**config.mk**
```make
export PLATFORM = sky130hd
export DESIGN_NAME = tree_route_node
export DESIGN_NICKNAME = d
export VERILOG_FILES = /design/src/rtl/tree_route_node.sv
export SDC_FILE = /design/constraint.sdc
export NUM_CORES = 1
export LEC_CHECK = 0
export CAP_MARGIN = 5
export CORE_ASPECT_RATIO = 0.6
export CORE_UTILIZATION = 30
export CTS_CLUSTER_DIAMETER = 50
export DETAILED_ROUTE_END_ITERATION = 8
export REMOVE_ABC_BUFFERS = 1
export SLEW_MARGIN = 40
export SYNTH_ARGS = -nofsm -noshare
export SYNTH_HDL_FRONTEND = slang
export SYNTH_SLANG_ARGS = --single-unit
export TNS_END_PERCENT = 1
```
**constraint.sdc**
```tcl
create_clock -name clk -period 2.7 [get_ports clk]
set_clock_uncertainty 0.15 [all_clocks]
set_input_delay 0.81 -clock clk [delete_from_list [all_inputs] [get_ports clk]]
set_output_delay 0.81 -clock clk [all_outputs]
set_load 0.01 [all_outputs]
```
**src/rtl/tree_route_node.sv**
```systemverilog
// tree_route_node: 1-to-2 routing node for the tree NoC.
//
// Each incoming flit is steered to port 0 (down/left) or port 1 (up/right)
// according to the address field data[ADDR_LSB +: ADDR_W]. Each port owns
// its own FIFO, so a stalled consumer on one port never blocks flits bound
// for the other port.
//
// Handshake semantics (all three channels): a transfer happens on a rising
// clock edge where valid && ready are both high. A producer holding valid
// high with ready low keeps its data stable. in_ready depends combinationally
// on in_data, because it reports whether the FIFO for that flit's port has
// room.
//
// Ports:
//   clk, rst_n            clock, asynchronous active-low reset
//   in_valid/in_ready/in_data       input flit channel
//   out0_valid/out0_ready/out0_data port 0 (down/left) head of FIFO
//   out1_valid/out1_ready/out1_data port 1 (up/right) head of FIFO
//   sel_valid, sel        one-cycle trace of each routing decision
//   cnt0, cnt1            saturating per-port acceptance counters
//   clr_cnt               synchronous clear of cnt0/cnt1 (wins over increment)
module tree_route_node #(
  parameter int               DATA_W     = 9,
  parameter int               ADDR_W     = 4,
  parameter int               ADDR_LSB   = 5,
  parameter int               LEVEL      = 3,
  parameter int               LEAF       = 0,
  parameter logic [ADDR_W-1:0] NODE_ADDR = 4'b0100,
  parameter int               FIFO_DEPTH = 2,
  parameter int               CNT_W      = 16
) (
  input  logic              clk,
  input  logic              rst_n,
  input  logic              in_valid,
  output logic              in_ready,
  input  logic [DATA_W-1:0] in_data,
  output logic              out0_valid,
  input  logic              out0_ready,
  output logic [DATA_W-1:0] out0_data,
  output logic              out1_valid,
  input  logic              out1_ready,
  output logic [DATA_W-1:0] out1_data,
  output logic              sel_valid,
  output logic              sel,
  output logic [CNT_W-1:0]  cnt0,
  output logic [CNT_W-1:0]  cnt1,
  input  logic              clr_cnt
);

  localparam int PTR_W = $clog2(FIFO_DEPTH);
  localparam int OCC_W = $clog2(FIFO_DEPTH) + 1;
  // LEVEL leading ones in ADDR_W bits (LEVEL 0 gives an all-zero mask).
  localparam logic [ADDR_W-1:0] MASK =
    ~((ADDR_W'(1) << (ADDR_W - LEVEL)) - ADDR_W'(1));

  generate
    if (LEVEL < 0 || LEVEL >= ADDR_W || ADDR_LSB < 0 ||
        ADDR_LSB + ADDR_W > DATA_W || FIFO_DEPTH < 2 ||
        (FIFO_DEPTH & (FIFO_DEPTH - 1)) != 0) begin : g_bad_params
      $error("tree_route_node: illegal parameter combination");
    end
  endgenerate

  // ---------------------------------------------------------------------
  // Route function
  // ---------------------------------------------------------------------
  logic [ADDR_W-1:0] addr;
  logic              leaf_route;
  logic              level_route;
  logic              route;

  assign addr        = in_data[ADDR_LSB +: ADDR_W];
  assign leaf_route  = ((addr & MASK) != (NODE_ADDR & MASK));
  assign level_route = addr[ADDR_W-1-LEVEL];
  assign route       = (LEAF != 0) ? leaf_route : level_route;

  // ---------------------------------------------------------------------
  // Input acceptance
  // ---------------------------------------------------------------------
  logic [1:0]        full;
  logic [1:0]        not_empty;
  logic [1:0]        ready_v;
  logic [DATA_W-1:0] head [2];
  logic              accept;

  assign ready_v  = {out1_ready, out0_ready};
  // A full FIFO refuses even when it is popped in the same cycle: no bypass.
  assign in_ready = rst_n & ~full[route];
  assign accept   = in_valid & in_ready;

  // ---------------------------------------------------------------------
  // Per-port FIFOs
  // ---------------------------------------------------------------------
  generate
    for (genvar k = 0; k < 2; k++) begin : g_port
      localparam logic PORT = (k == 1);

      logic [PTR_W-1:0]  wr_ptr;
      logic [PTR_W-1:0]  rd_ptr;
      logic [OCC_W-1:0]  occ;
      logic [DATA_W-1:0] mem [FIFO_DEPTH];
      logic              push;
      logic              pop;

      assign push         = accept && (route == PORT);
      assign pop          = (occ != '0) && ready_v[k];
      assign full[k]      = (occ == OCC_W'(FIFO_DEPTH));
      assign not_empty[k] = (occ != '0);
      assign head[k]      = mem[rd_ptr];

      // Pointers are PTR_W bits wide, so they wrap modulo FIFO_DEPTH for
      // free; occ carries the extra bit that tells full from empty.
      always_ff @(posedge clk or negedge rst_n) begin
        if (!rst_n) begin
          wr_ptr <= '0;
          rd_ptr <= '0;
          occ    <= '0;
          for (int i = 0; i < FIFO_DEPTH; i++) begin
            mem[i] <= '0;
          end
        end else begin
          if (push) begin
            mem[wr_ptr] <= in_data;
            wr_ptr      <= wr_ptr + PTR_W'(1);
          end
          if (pop) begin
            rd_ptr <= rd_ptr + PTR_W'(1);
          end
          case ({push, pop})
            2'b10:   occ <= occ + OCC_W'(1);
            2'b01:   occ <= occ - OCC_W'(1);
            default: occ <= occ;
          endcase
        end
      end
    end
  endgenerate

  assign out0_valid = not_empty[0];
  assign out0_data  = head[0];
  assign out1_valid = not_empty[1];
  assign out1_data  = head[1];

  // ---------------------------------------------------------------------
  // Select trace and debug counters
  // ---------------------------------------------------------------------
  always_ff @(posedge clk or negedge rst_n) begin
    if (!rst_n) begin
      sel_valid <= 1'b0;
      sel       <= 1'b0;
      cnt0      <= '0;
      cnt1      <= '0;
    end else begin
      sel_valid <= accept;
      if (accept) begin
        sel <= route;
      end
      if (clr_cnt) begin
        cnt0 <= '0;
      end else if (accept && !route && cnt0 != '1) begin
        cnt0 <= cnt0 + CNT_W'(1);
      end
      if (clr_cnt) begin
        cnt1 <= '0;
      end else if (accept && route && cnt1 != '1) begin
        cnt1 <= cnt1 + CNT_W'(1);
      end
    end
  end

endmodule

```
==> flow_summary.toml <==
[run_status]
status = "finished clean"

[global_route]
grt_max_degree = 36
met2_usage_pct = 22.29
use_met3_pct = 4.112
busiest_layer = "met1"
grt_pass1_wl_mm = 16.46
grt_usage_pct = 15.74
use_met1_pct = 23.36
grt_pass1_vias = 3194
antenna_found_initial = 0
overflow = 0

[die]
initial_core_util_pct = 31.53
fp-row-count = 31
coreArea_um2 = 12330
die_h_um = 90.19
die_area_um2 = 13440
fp.dieW_um = 149.0
pin_count = 70

[synth]
synth_top_cells_by_area = "dfrtp_1, mux2_2, a21oi_1"
ys_seq_elements = 78
synth_top_area_share_pct = 50.19
yosysTopAreaCell = "dfrtp_1"
yosys_warnings = 0
synth-edff-count = 0
synth_ff_type = "dfrtp_1"
synth_cell_types = 45
synth_area_um2 = 3889
netlist_instances = 347
ys_seq_area_share_pct = 50.19
async_flop_share_pct = 100.0
syn_avg_cell_area_um2 = 11.21

[clocking]
h-tree-depth = 3
root_buffer = "clkbuf_16"
worst_skew_pair.late_latency_ns = 0.33
cts_buffer_depth = 2
clk_pin_slew_ns = 0.06
postCtsSetupBuffers = 0
cts_hold_buffers = 0
cts_tree = "yes"
clock_sinks = 78
cts_buffers = 9

[layout]
syn2layout_area_growth_pct = 35.26
antenna_cells = 0
layout-drive-gt1-share_pct = 24.77
nets = 457
fin_cells = 609

[critical_path]
rr_endpoint = "cnt0[9]"
critPathLaunchType = "register"
r2r-start = "cnt0[2]"
worst-endpoint-arrival_ns = 1.69
worstPathRequired_ns = 1.74
critical_path_class = "reg -> out"
critPathCapture = "out1_data[3]"
ff2ff_path_depth = 4
crit_start = "g_port[1].rd_ptr"
ff2ff_setup_slack_ns = 0.54
worstPathMaxFanout = 10
endpoint_kind = "primary output"

[place]
dp.cells = 593
io_buffers = 69
gp_congestion = 0.8188
pre_cts_ws_ns = -0.3985
dp_hpwl_mm = 7.246

[timing]
worstMarginPinSlew_ns = 0.4141
setup_viol = 0
maxSlewViolCount = 0
post-route-period-util_pct = 98.29
finalHoldViolations = 0
clock.fmax_mhz = 376.8
period_minus_slack_ns = 2.654
fin_ws_ns = 0.04622
rsz0062_at_grt = "no"
relSlewSlack_pct = 71.68

[drt]
ant_nets = 0
vias = 3180
viasPerCell = 5.222
drt_iter0_markers = 160
wirelength_mm = 9.905
wl_per_cell_um = 16.26
drc_errors = 0
first_pass_iters = 4

[power_and_ir_drop]
intPower_mw = 3.109
pwr-share-clk_pct = 28.0
switching_share_pct = 28.11
p_seq_share_pct = 39.5
netSwitchingPower_mw = 1.216
power.total_mw = 4.325
p_per_area_nw_per_um2 = 822.2
p_leak_nw = 2.186
irDropWorstVdd_v = 0.0003683
p_comb_share_pct = 32.5

[flow_run]
max_cap_violations = 0

[worst_hold_path]
hp-class = "reg -> reg"
## cells in the mapped netlist (6+ instances only)
library cell  instances
dfrtp_1              78
nand4_1               9
inv_1                 6
o31ai_1               7
o21ai_0               9
nand3_1              14
nand2_1              17
mux2_2               58
clkbuf_1              8
nor3_1                6
a21oi_1              18
nor2_1               16
xnor2_1               7
nor2b_1              10
or4_1                10
and2_1                7
## flip-flops by register name, summed over array words and instances (netlist names)
signal / cells
cnt0: 16
g_port.rd_ptr: 2
g_port.mem: 36
sel: 1
g_port.wr_ptr: 2
cnt1: 16
sel_valid: 1
g_port.occ: 4
## power groups by stage
stage,Sequential (mW),Combinational (mW),Clock [mW]
CTS,1.71,1.46,1.25
detailed placement,1.73,1.44,0
floorplan,1.68,0.771,0
global placement,1.70,1.42,0
finish,1.71,1.40,1.21
global route,1.75,1.52,1.30
## worst max-delay path, cell delays in order (launching register included)
cell,delay [ns]
dfrtp_1,0.34
buf_6,0.16
mux2_2,0.37
clkdlybuf4s50_1,0.49
## timing repair
action                                  CTS  global route
pin swaps                                 0             0
gates resized for setup                   4            10
endpoints found under the setup margin   15            12
## area by class of cell
cell class,instances,area [µm²]
fillers,1184,7074
flip-flops and latches,78,1953
clock inverters,5,58.81
inverters,6,22.52
multi-input cells,250,1852
clock buffers,11,242.7
well taps,165,206.4
repair buffers,94,924.6
## worst min-delay path by stage
stage	slack, ns	startpoint	depth (start not counted)	endpoint
3_5_place_dp	0.30	g_port[1].mem[5]	1	g_port[1].mem[5]
5_1_grt	0.36	rst_n	2	g_port[0].occ[1]
6_report	0.32	g_port[1].mem[5]	1	g_port[1].mem[5]
4_1_cts	0.32	g_port[1].mem[5]	1	g_port[1].mem[5]
2_1_floorplan	0.28	g_port[1].mem[5]	1	g_port[1].mem[5]
3_3_place_gp	0.29	g_port[1].mem[5]	1	g_port[1].mem[5]
## placed cells by master (no fill, tap or decap), drive strengths merged, types with 3 or more instances in the layout
master,n
o31ai,7
o21ai,9
ha,3
inv,6
or3,7
and4,6
nand3,14
nor2,17
and3,5
or4,10
dlymetal6s2s,9
xnor2,7
nand2,17
clkbuf,11
and2,7
nand4,9
a31oi,3
clkdlybuf4s50,57
nor4,5
nand3b,3
nor2b,10
dfrtp,78
or2,3
a211oi,3
nand2b,3
nor3,6
a311oi,3
a21oi,18
buf,26
mux2,58
## through the flow
step	TNS [ns]	hold slack (ns)	utilization, %	area (µm²)
2_1_floorplan	0	0.2785	-	3822
3_3_place_gp	-6.436	0.2945	39.97	4930
3_5_place_dp	-7.465	0.3023	39.97	4930
4_1_cts	-0.003988	0.3225	42.43	5234
5_1_grt	0	0.3608	42.65	5260
6_report	0	0.3194	42.65	5260
## cells by family (layout without fill, tap and decap cells)
| kind of cell | count (synthesis) | in the layout | share of synthesized area, % |
|---|---|---|---|
| flops | 78 | 78 | 50.19 |
| fa+ha+maj | 3 | 3 | 0.9654 |
| xor+xnor | 9 | 9 | 2.027 |
| mux | 60 | 60 | 17.31 |
| buf+inv | 19 | 116 | 2.284 |
| simple gates | 123 | 123 | 18.02 |
| compound gates | 55 | 55 | 9.202 |
## layer usage
layer	wire length (µm)	share of wire, %	up-vias
met5	0	0	-
met4	77	0.78	0
met3	506	5.1	6
met2	4349	44	81
met1	4971	50	1607
li1	-	-	1486
No activity file was read; power rests on OpenSTA's default activity.
